### config.mk
export PLATFORM = sky130hd
export DESIGN_NAME = dynamixel_status_rx
export DESIGN_NICKNAME = d
export VERILOG_FILES = /design/src/rtl/dynamixel_pkg.sv /design/src/rtl/uart_rx_byte.sv /design/src/rtl/dynamixel_status_rx.sv
export SDC_FILE = /design/constraint.sdc
export NUM_CORES = 1
export LEC_CHECK = 0
export ABC_AREA = 1
export CAP_MARGIN = 20
export CORE_MARGIN = 5
export CORE_UTILIZATION = 40
export DETAILED_ROUTE_END_ITERATION = 10
export SLEW_MARGIN = 20
export SYNTH_ARGS = -nofsm -noshare
export SYNTH_HDL_FRONTEND = slang
export SYNTH_SLANG_ARGS = --single-unit
### constraint.sdc
create_clock -name clk -period 10 [get_ports clk]
set_input_delay 3 -clock clk [delete_from_list [all_inputs] [get_ports clk]]
set_output_delay 3 -clock clk [all_outputs]
set_load 0.005 [all_outputs]
### src/rtl/dynamixel_pkg.sv
// Shared types and helpers for the Dynamixel status-packet receiver.
// Packet FSM states, byte-receiver states and the checksum rule.
package dynamixel_pkg;

  typedef enum logic [3:0] {
    S_IDLE,
    S_HDR1,
    S_HDR2,
    S_ID,
    S_LEN,
    S_ERR,
    S_PARAM,
    S_CHK,
    S_DONE
  } pkt_state_t;

  typedef enum logic [1:0] {
    U_IDLE,
    U_START,
    U_DATA,
    U_STOP
  } uart_state_t;

  localparam logic [7:0] HDR_BYTE = 8'hFF;
  localparam logic [7:0] MIN_LEN  = 8'd2;

  // Register set of the packet parser, copied whole into next-state
  typedef struct packed {
    pkt_state_t  state;
    logic        busy;
    logic        sv;
    logic [7:0]  id;
    logic [7:0]  len;
    logic [7:0]  err;
    logic [7:0]  chk;
    logic [31:0] param;
    logic [7:0]  acc;
    logic [2:0]  k;
    logic        chk_err;
    logic        frame_err;
    logic        len_err;
    logic        timeout;
  } rx_regs_t;

  function automatic logic [7:0] dxl_checksum(input logic [7:0] sum);
    return ~sum;
  endfunction

endpackage

### src/rtl/uart_rx_byte.sv
// 8N1 byte receiver: 2-flop synchronizer, mid-bit sampling,
// one-cycle byte strobe or frame-error pulse.
module uart_rx_byte
  import dynamixel_pkg::*;
#(
  parameter int CLK_DIV = 875
) (
  input  logic       clk,
  input  logic       rst,
  input  logic       i_rxd,
  input  logic       i_abort,
  output logic       o_valid,
  output logic [7:0] o_data,
  output logic       o_frame
);

  localparam int CW = $clog2(CLK_DIV);
  localparam logic [CW-1:0] FULL = CW'(CLK_DIV - 1);
  localparam logic [CW-1:0] HALF = CW'(CLK_DIV / 2 - 1);

  logic          r_s1, r_s2, r_s3;
  uart_state_t   r_state, w_state;
  logic [CW-1:0] r_cnt, w_cnt;
  logic [2:0]    r_bit, w_bit;
  logic [7:0]    r_sh, w_sh;
  logic          r_valid, w_valid;
  logic          r_frame, w_frame;

  always_ff @(posedge clk or posedge rst) begin
    if (rst) begin
      r_s1    <= 1'b1;
      r_s2    <= 1'b1;
      r_s3    <= 1'b1;
      r_state <= U_IDLE;
      r_cnt   <= '0;
      r_bit   <= '0;
      r_sh    <= '0;
      r_valid <= 1'b0;
      r_frame <= 1'b0;
    end else begin
      r_s1    <= i_rxd;
      r_s2    <= r_s1;
      r_s3    <= r_s2;
      r_state <= w_state;
      r_cnt   <= w_cnt;
      r_bit   <= w_bit;
      r_sh    <= w_sh;
      r_valid <= w_valid;
      r_frame <= w_frame;
    end
  end

  always_comb begin
    w_state = r_state;
    w_cnt   = r_cnt;
    w_bit   = r_bit;
    w_sh    = r_sh;
    w_valid = 1'b0;
    w_frame = 1'b0;
    if (i_abort) begin
      w_state = U_IDLE;
      w_cnt   = '0;
    end else begin
      unique case (r_state)
        U_IDLE: begin
          w_cnt = '0;
          if (r_s3 && !r_s2) w_state = U_START;
        end
        U_START: begin
          w_cnt = r_cnt + 1'b1;
          if (r_cnt == HALF) begin
            // Line back high at mid start bit: treat as a glitch
            w_state = r_s2 ? U_IDLE : U_DATA;
            w_cnt   = '0;
            w_bit   = '0;
          end
        end
        U_DATA: begin
          w_cnt = r_cnt + 1'b1;
          if (r_cnt == FULL) begin
            w_sh  = {r_s2, r_sh[7:1]};
            w_cnt = '0;
            w_bit = r_bit + 1'b1;
            if (r_bit == 3'd7) w_state = U_STOP;
          end
        end
        U_STOP: begin
          w_cnt = r_cnt + 1'b1;
          if (r_cnt == FULL) begin
            w_cnt   = '0;
            w_state = U_IDLE;
            w_valid = r_s2;
            w_frame = !r_s2;
          end
        end
      endcase
    end
  end

  assign o_valid = r_valid;
  assign o_data  = r_sh;
  assign o_frame = r_frame;

endmodule

### src/rtl/dynamixel_status_rx.sv
// Dynamixel status-packet receiver: parses FF FF ID LEN ERR P* CHK
// and exposes status/param words plus sticky fault flags.
module dynamixel_status_rx
  import dynamixel_pkg::*;
#(
  parameter int CLK_DIV     = 875,
  parameter int TIMEOUT_CYC = 250000,
  parameter int MAX_PARAMS  = 4
) (
  input  logic        clk,
  input  logic        reset,
  input  logic        arm,
  input  logic        RXD,
  output logic        busy,
  output logic        status_valid,
  output logic [31:0] status_word,
  output logic [31:0] param_word,
  output logic        chk_err,
  output logic        frame_err,
  output logic        len_err,
  output logic        timeout
);

  localparam int TW = $clog2(TIMEOUT_CYC + 1);
  localparam logic [7:0] MAX_LEN = 8'(MAX_PARAMS) + MIN_LEN;

  rx_regs_t      r_q, w_d;
  logic [TW-1:0] r_tcnt, w_tcnt;
  logic          w_bv, w_frame, w_abort, w_tmo;
  logic [7:0]    w_byte;

  uart_rx_byte #(.CLK_DIV(CLK_DIV)) u_rx (
    .clk     (clk),
    .rst     (reset),
    .i_rxd   (RXD),
    .i_abort (w_abort),
    .o_valid (w_bv),
    .o_data  (w_byte),
    .o_frame (w_frame)
  );

  always_ff @(posedge clk or posedge reset) begin
    if (reset) begin
      r_q    <= '0;
      r_tcnt <= '0;
    end else begin
      r_q    <= w_d;
      r_tcnt <= w_tcnt;
    end
  end

  assign w_tmo = r_q.busy && (r_tcnt == TW'(TIMEOUT_CYC - 1));

  always_comb begin
    w_d     = r_q;
    w_d.sv  = 1'b0;
    w_tcnt  = r_q.busy ? r_tcnt + 1'b1 : r_tcnt;
    w_abort = 1'b0;
    if (arm) begin
      w_d.state     = S_HDR1;
      w_d.busy      = 1'b1;
      w_d.chk_err   = 1'b0;
      w_d.frame_err = 1'b0;
      w_d.len_err   = 1'b0;
      w_d.timeout   = 1'b0;
      w_d.param     = '0;
      w_d.acc       = '0;
      w_d.k         = '0;
      w_tcnt        = '0;
    end else if (w_tmo) begin
      w_d.timeout = 1'b1;
      w_d.busy    = 1'b0;
      w_d.state   = S_IDLE;
      w_abort     = 1'b1;
    end else if (r_q.busy && w_frame) begin
      w_d.frame_err = 1'b1;
      w_d.busy      = 1'b0;
      w_d.state     = S_IDLE;
    end else if (r_q.state == S_DONE) begin
      w_d.sv    = 1'b1;
      w_d.busy  = 1'b0;
      w_d.state = S_IDLE;
    end else if (w_bv) begin
      case (r_q.state)
        S_HDR1: begin
          if (w_byte == HDR_BYTE) w_d.state = S_HDR2;
        end
        S_HDR2: begin
          w_d.state = (w_byte == HDR_BYTE) ? S_ID : S_HDR1;
        end
        S_ID: begin
          // Extra FF bytes are tolerated as part of the header
          if (w_byte != HDR_BYTE) begin
            w_d.id    = w_byte;
            w_d.acc   = w_byte;
            w_d.state = S_LEN;
          end
        end
        S_LEN: begin
          w_d.len = w_byte;
          w_d.acc = r_q.acc + w_byte;
          if (w_byte < MIN_LEN || w_byte > MAX_LEN) begin
            w_d.len_err = 1'b1;
            w_d.busy    = 1'b0;
            w_d.state   = S_IDLE;
          end else begin
            w_d.state = S_ERR;
          end
        end
        S_ERR: begin
          w_d.err   = w_byte;
          w_d.acc   = r_q.acc + w_byte;
          w_d.k     = '0;
          w_d.state = (r_q.len == MIN_LEN) ? S_CHK : S_PARAM;
        end
        S_PARAM: begin
          w_d.param[{r_q.k[1:0], 3'b000} +: 8] = w_byte;
          w_d.acc = r_q.acc + w_byte;
          w_d.k   = r_q.k + 1'b1;
          if (8'(r_q.k) + 8'd1 == r_q.len - MIN_LEN) w_d.state = S_CHK;
        end
        S_CHK: begin
          w_d.chk = w_byte;
          if (w_byte == dxl_checksum(r_q.acc)) begin
            w_d.state = S_DONE;
          end else begin
            w_d.chk_err = 1'b1;
            w_d.busy    = 1'b0;
            w_d.state   = S_IDLE;
          end
        end
        default: ;
      endcase
    end
  end

  assign busy         = r_q.busy;
  assign status_valid = r_q.sv;
  assign status_word  = {r_q.chk, r_q.err, r_q.len, r_q.id};
  assign param_word   = r_q.param;
  assign chk_err      = r_q.chk_err;
  assign frame_err    = r_q.frame_err;
  assign len_err      = r_q.len_err;
  assign timeout      = r_q.timeout;

endmodule

* After elaboration in Yosys (flattened, before gate mapping) *
Index checks and enable logic that the tools add are counted.

word-level totals
  output and inout bits = 70
  logic and storage cells = 183
  input bits = 4
  register bits = 131

cells by class
  shift-type cells = 2
  eq/ne operators = 37
  multiplexer cells = 67
  bitwise gates (word level) = 6
  reductions and logical operators = 37
  $add $sub $neg = 8
  $lt $le $gt $ge = 2

operators with widths
  kind                    number
  $mux 76                 2
  $mux 79                 1
  $mux 77                 1
  $mux 8                  6
  $mux 47                 1
  $mux 18                 2
  $reduce_and 6->1        6
  $mux 33                 1
  $bwmux 32               1
  $mux 32                 1
  $shift 8x7->32 const A  1
  $shiftx 8x7->32         1
  $mux 10                 3
  $ne 6x6->1 const B      5
  $pmux 10 s3             1
  $pmux 4 s7              1
  $mux 5                  5
  $mux 1                  21
  $reduce_and 5->1        4
  $add 18x1->18 const B   1
  $eq 18x18->1 const B    1
  $reduce_bool 2->1       9
  $eq 4x3->1 const B      4
  $mux 2                  8
  47 further kinds        72

* Logic depth before layout (Yosys ltp) *
  depth in word-level cells = 9
  depth in mapped cells = 15
  depth with buffers taken out = 14

* By module *
From an unflattened synthesis, not the netlist that was laid out.

unflattened totals
  cell total of the unflattened synthesis = 1,042
  area total of the unflattened synthesis = 8,000.2 um^2

by module, submodules not included
  module               area each (um^2)  cells an instance  times used
  dynamixel_status_rx  6,523.8           871                1
  uart_rx_byte         1,476.4           171                1

* Worst setup path after synthesis *
No wires, ideal clock.

  path type = in2reg
  from = in arm
  to = reg r_q[8] (netlist bit)
  required time = 9.878 ns
  path slack = 5.923 ns
  path buffers = 1
  arrival = 3.955 ns
  stages = 11
  cell sequence = inv_1 clkbuf_1 nand3_1 nand2_1 nand2_1 nand2_1 inv_2 nand2_2 inv_2 nand2_1 o21ai_1

between the ends
  longest elaborated chain between the ends = 2
  elaborated cells on any way between the ends = 8

ends and longest elaborated chain
  element                                       RTL line                   RTL
  start: declaration                            dynamixel_status_rx.sv:12  input logic arm,
  $ne 3x3->1 (no line) (tied with other cells)  n/a
  $reduce_and 6->1 (no line)                    n/a
  end signal: assignment                        dynamixel_status_rx.sv:47  r_q <= w_d;
  end: declaration                              dynamixel_status_rx.sv:27  rx_regs_t r_q, w_d;

Several ways; a longest one is shown, not always the timed one.
A chain may end at the register's enable or synchronous reset.

* Worst setup path after layout *
  from = in arm
  to = reg r_q, in the netlist param_word[17]

between the ends
  longest elaborated chain between the ends = 2
  elaborated cells on any way between the ends = 7

ends and longest elaborated chain
  element
  $ne 2x2->1 (no line) or $reduce_bool 2->1 (tied branches)
  $reduce_and 5->1 (no line)

Several ways; a longest one is shown, not always the timed one.

==> impl_metrics.xml <==
<?xml version="1.0" encoding="UTF-8"?>
<metrics>
  <group name="finish">
    <metric name="final_layout_size_suffix_gt1_share" unit="%">6.92</metric>
    <metric name="fin_nets" unit="">1037</metric>
    <metric name="finish.cell_count_without_fillers" unit="">1286</metric>
    <metric name="areaGrowthSynthToFinish" unit="%">13.5</metric>
    <metric name="diodes" unit="">0</metric>
  </group>
  <group name="place">
    <metric name="gp_routability_congestion" unit="">0.888</metric>
    <metric name="place_inst" unit="">1254</metric>
    <metric name="io_buffers" unit="">73</metric>
    <metric name="post-dp-hpwl" unit="µm">12800</metric>
  </group>
  <group name="die">
    <metric name="core" unit="µm²">18800</metric>
    <metric name="die-height" unit="µm">149</metric>
    <metric name="io-pin-count" unit="">74</metric>
    <metric name="fp.dieArea" unit="µm²">22100</metric>
    <metric name="initial_utilization" unit="%">40.9</metric>
    <metric name="std_cell_rows" unit="">50</metric>
    <metric name="die-width" unit="µm">149</metric>
  </group>
  <group name="detailed_routing">
    <metric name="number_of_remaining_drc_errors" unit="">0</metric>
    <metric name="first_pass_iters" unit="">5</metric>
    <metric name="routed-wl-met3" unit="µm">956</metric>
    <metric name="routed_wire_length_per_instance" unit="µm">14.2</metric>
    <metric name="routed_via_density" unit="">4.84</metric>
    <metric name="route.final.wire_length" unit="µm">18300</metric>
    <metric name="dr_total_vias" unit="">6227</metric>
    <metric name="antenna_left" unit="">0</metric>
    <metric name="detailedRoute.firstIterationViolations" unit="">419</metric>
    <metric name="topRoutingLayerUsed" unit="">met4</metric>
    <metric name="routed_length_on_met2" unit="µm">8280</metric>
    <metric name="routedLengthMet1" unit="µm">8850</metric>
  </group>
  <group name="synthesis">
    <metric name="postSynthNetCount" unit="">1036</metric>
    <metric name="synth_ff_type" unit="">sky130_fd_sc_hd__dfrtp_1</metric>
    <metric name="synth_async_sr_flop_share" unit="%">100</metric>
    <metric name="synth_seq_cells" unit="">131</metric>
    <metric name="post_synth_num_cell_types" unit="">43</metric>
    <metric name="synth-edff-count" unit="">0</metric>
    <metric name="synth_top_area_share" unit="%">41.6</metric>
    <metric name="post_synth_inst_count" unit="">1012</metric>
    <metric name="synth.largest_area_cell" unit="">sky130_fd_sc_hd__dfrtp_1</metric>
    <metric name="syn_area_per_cell" unit="µm²">7.61</metric>
    <metric name="synth_top_cells_by_area" unit="">sky130_fd_sc_hd__dfrtp_1, sky130_fd_sc_hd__nand2_1, sky130_fd_sc_hd__buf_4</metric>
    <metric name="synthesis.area" unit="µm²">7700</metric>
    <metric name="yosysWarnings" unit="">0</metric>
    <metric name="seq_area_frac_synth" unit="%">42.6</metric>
  </group>
  <group name="timing">
    <metric name="max-slew-margin-rel" unit="%">35.7</metric>
    <metric name="slew_violations" unit="">0</metric>
    <metric name="min_period_over_period" unit="%">53.8</metric>
    <metric name="finalCriticalPeriod" unit="ps">5380</metric>
    <metric name="setup_tns" unit="ps">0</metric>
    <metric name="fin_skew" unit="ps">9.23</metric>
    <metric name="hold_viol_final" unit="">0</metric>
    <metric name="max_clock_freq" unit="MHz">186</metric>
    <metric name="worstMarginPinSlew" unit="ps">965</metric>
    <metric name="grt_setup_unrepaired" unit="">no</metric>
    <metric name="report.final.setup_viol" unit="">0</metric>
  </group>
  <group name="min_path">
    <metric name="hp-start" unit="">u_rx.r_s1$_DFF_PP1_</metric>
    <metric name="worst_hold_endpoint" unit="">u_rx.r_s2$_DFF_PP1_</metric>
    <metric name="worstHoldPathCells" unit="">0</metric>
    <metric name="holdCritPathClass" unit="">flop to flop</metric>
  </group>
  <group name="pwr">
    <metric name="internal-power" unit="µW">945</metric>
    <metric name="total_leakage_power" unit="nW">4.17</metric>
    <metric name="switching_power" unit="µW">288</metric>
    <metric name="p_clk_share" unit="%">53.0</metric>
    <metric name="power-per-cell-area" unit="nW/µm²">141</metric>
    <metric name="sequentialPowerShare" unit="%">43.6</metric>
    <metric name="sw_frac_of_total" unit="%">23.4</metric>
    <metric name="power.ir.vdd_worst" unit="mV">0.122</metric>
    <metric name="power_frac_comb" unit="%">3.5</metric>
  </group>
  <group name="flow_run">
    <metric name="max_cap_viol_count" unit="">0</metric>
  </group>
  <group name="critical_path">
    <metric name="cp-start-kind" unit="">primary input</metric>
    <metric name="cp-startpoint" unit="">arm</metric>
    <metric name="ff2ff_path_depth" unit="">5</metric>
    <metric name="timing.reg2reg.setup_slack" unit="ps">7390</metric>
    <metric name="crit_path_end_kind" unit="">flop</metric>
    <metric name="critPathRequiredTime" unit="ps">10370</metric>
    <metric name="timing.rr.end" unit="">len_err$_DFFE_PP0P_</metric>
    <metric name="crit_arrival" unit="ps">5740</metric>
    <metric name="crit_fanout" unit="">31</metric>
    <metric name="criticalPathCategory" unit="">primary input to flop</metric>
    <metric name="r2r_startpoint" unit="">busy$_DFFE_PP0P_</metric>
  </group>
  <group name="clock_network">
    <metric name="cts-root-buf" unit="">sky130_fd_sc_hd__clkbuf_16</metric>
    <metric name="hold_buffer_count_at_cts" unit="">0</metric>
    <metric name="cts_made_buffers" unit="">17</metric>
    <metric name="cts.htree.levels" unit="">4</metric>
    <metric name="cts.repair.resized" unit="">0</metric>
    <metric name="cts_tree" unit="">built</metric>
    <metric name="insertion_delay" unit="ps">430</metric>
    <metric name="post_cts_buffers" unit="">0</metric>
    <metric name="tritoncts_num_sinks" unit="">131</metric>
    <metric name="clock_path_buffers" unit="">2</metric>
    <metric name="clk_pin_slew_worst_paths" unit="ps">60</metric>
  </group>
  <group name="global_routing">
    <metric name="antenna_violations_before_repair" unit="">0</metric>
    <metric name="track_usage" unit="%">17.3</metric>
    <metric name="grt_overflow_total" unit="">0</metric>
    <metric name="first_pass_grt_wire_length" unit="µm">30600</metric>
    <metric name="via_count_of_the_first_global_routing_pass" unit="">6124</metric>
    <metric name="grt_start_max_net_pins" unit="">75</metric>
  </group>
  <group name="outcome">
    <metric name="outcome" unit="">finished clean</metric>
  </group>
</metrics>
flip-flops by register name, indices dropped and copies added, names as in the netlist, 2 cells and up:
register,flops
param_word,32
status_word,32
r_tcnt,18
r_q,15
u_rx.r_cnt,10
u_rx.o_data,8
u_rx.r_bit,3
u_rx.r_state,2
how the worst max path moves through the flow:
stage,end,slack [ps]
4_1_cts,param_word[17]$_DFFE_PP0P_,4650
3_3_place_gp,param_word[26]$_DFFE_PP0P_,4290
3_5_place_dp,param_word[26]$_DFFE_PP0P_,4220
6_report,param_word[17]$_DFFE_PP0P_,4620
5_1_grt,u_rx.r_bit[1]$_DFFE_PP0P_,4370
2_1_floorplan,busy$_DFFE_PP0P_,3510
per-stage QoR:
step           cell area, µm²  total power [mW]  utilization (%)  setup WS (ps)  hold WS (ps)
2_1_floorplan            7700             0.578                -           3510           345
3_3_place_gp             8130             0.590             43.2           4290           347
3_5_place_dp             8130             0.591             43.2           4220           349
4_1_cts                  8740              1.24             46.4           4650           358
5_1_grt                  8740              1.28             46.4           4370           357
6_report                 8740              1.23             46.4           4620           355
layer usage:
metal  global-route usage, %  vias to the layer above
li1                        -                     3189
met1                    23.5                     2886
met2                    27.5                      134
met3                    4.62                       18
met4                    4.58                        0
met5                       0                        -
power by group through the flow:
stage	Clock, mW	Combinational, mW	Sequential (mW)
floorplan	0	0.0323	0.546
global placement	0	0.0435	0.547
detailed placement	0	0.0438	0.547
CTS	0.664	0.0440	0.537
global route	0.688	0.0497	0.537
finish	0.653	0.0428	0.537
kinds of logic (layout without fill, tap and decap cells):
| family | Yosys count | count (layout) | share of synthesized area [%] |
|---|---|---|---|
| adder cells (fa/ha/maj) | 20 | 20 | 3.35 |
| AO/OA/AOI/OAI | 106 | 106 | 7.89 |
| XOR/XNOR | 8 | 8 | 0.909 |
| buffers and inverters | 181 | 195 | 12.7 |
| AND/OR/NAND/NOR | 566 | 566 | 32.6 |
| flip-flops | 131 | 131 | 42.6 |
cell type report:
| class | count | area [µm²] |
|---|---|---|
| well taps | 260 | 325 |
| clock inverters | 14 | 179 |
| inverters | 89 | 337 |
| flip-flops and latches | 131 | 3280 |
| multi-input cells | 700 | 3440 |
| repair buffers | 74 | 738 |
| fillers | 1884 | 10100 |
| clock buffers | 18 | 439 |
cells in the final DEF (no fill, tap or decap), types with 3 or more instances in the layout:
cell	netlist	final
sky130_fd_sc_hd__a21oi_1	20	20
sky130_fd_sc_hd__bufinv_16	0	3
sky130_fd_sc_hd__clkbuf_16	0	17
sky130_fd_sc_hd__clkdlybuf4s50_1	0	73
sky130_fd_sc_hd__clkinv_4	0	4
sky130_fd_sc_hd__clkinvlp_4	0	3
sky130_fd_sc_hd__dfrtp_1	128	128
sky130_fd_sc_hd__dfstp_2	3	3
sky130_fd_sc_hd__ha_1	19	19
sky130_fd_sc_hd__inv_1	83	82
sky130_fd_sc_hd__inv_2	6	6
sky130_fd_sc_hd__inv_6	0	3
sky130_fd_sc_hd__nand2_1	305	305
sky130_fd_sc_hd__nand3_1	65	65
sky130_fd_sc_hd__nand3_2	3	3
sky130_fd_sc_hd__nand3_4	3	3
sky130_fd_sc_hd__nand4_1	24	24
sky130_fd_sc_hd__nor2_1	108	108
sky130_fd_sc_hd__nor2_2	8	8
sky130_fd_sc_hd__nor2_8	3	3
sky130_fd_sc_hd__nor3_1	32	32
sky130_fd_sc_hd__nor3_2	4	4
sky130_fd_sc_hd__o21a_1	22	22
sky130_fd_sc_hd__o21ai_0	54	54
sky130_fd_sc_hd__xnor2_1	4	4
sky130_fd_sc_hd__xor2_1	4	4
synthesized netlist by cell type, types with 3 or more instances:
cell	instances
sky130_fd_sc_hd__a21oi_1	20
sky130_fd_sc_hd__buf_2	12
sky130_fd_sc_hd__buf_4	64
sky130_fd_sc_hd__buf_6	4
sky130_fd_sc_hd__clkbuf_1	10
sky130_fd_sc_hd__dfrtp_1	128
sky130_fd_sc_hd__dfstp_2	3
sky130_fd_sc_hd__ha_1	19
sky130_fd_sc_hd__inv_1	83
sky130_fd_sc_hd__inv_2	6
sky130_fd_sc_hd__nand2_1	305
sky130_fd_sc_hd__nand3_1	65
sky130_fd_sc_hd__nand3_2	3
sky130_fd_sc_hd__nand3_4	3
sky130_fd_sc_hd__nand4_1	24
sky130_fd_sc_hd__nor2_1	108
sky130_fd_sc_hd__nor2_2	8
sky130_fd_sc_hd__nor2_8	3
sky130_fd_sc_hd__nor3_1	32
sky130_fd_sc_hd__nor3_2	4
sky130_fd_sc_hd__o21a_1	22
sky130_fd_sc_hd__o21ai_0	54
sky130_fd_sc_hd__xnor2_1	4
sky130_fd_sc_hd__xor2_1	4
worst max-delay path, stage by stage:
cell	delay (ps)
sky130_fd_sc_hd__clkdlybuf4s50_1	870
sky130_fd_sc_hd__inv_1	620
sky130_fd_sc_hd__nand4_1	460
sky130_fd_sc_hd__nand3_4	260
sky130_fd_sc_hd__nor2_2	310
sky130_fd_sc_hd__nand3_1	130
sky130_fd_sc_hd__nand2_1	90
No activity file was read; power rests on OpenSTA's default activity.
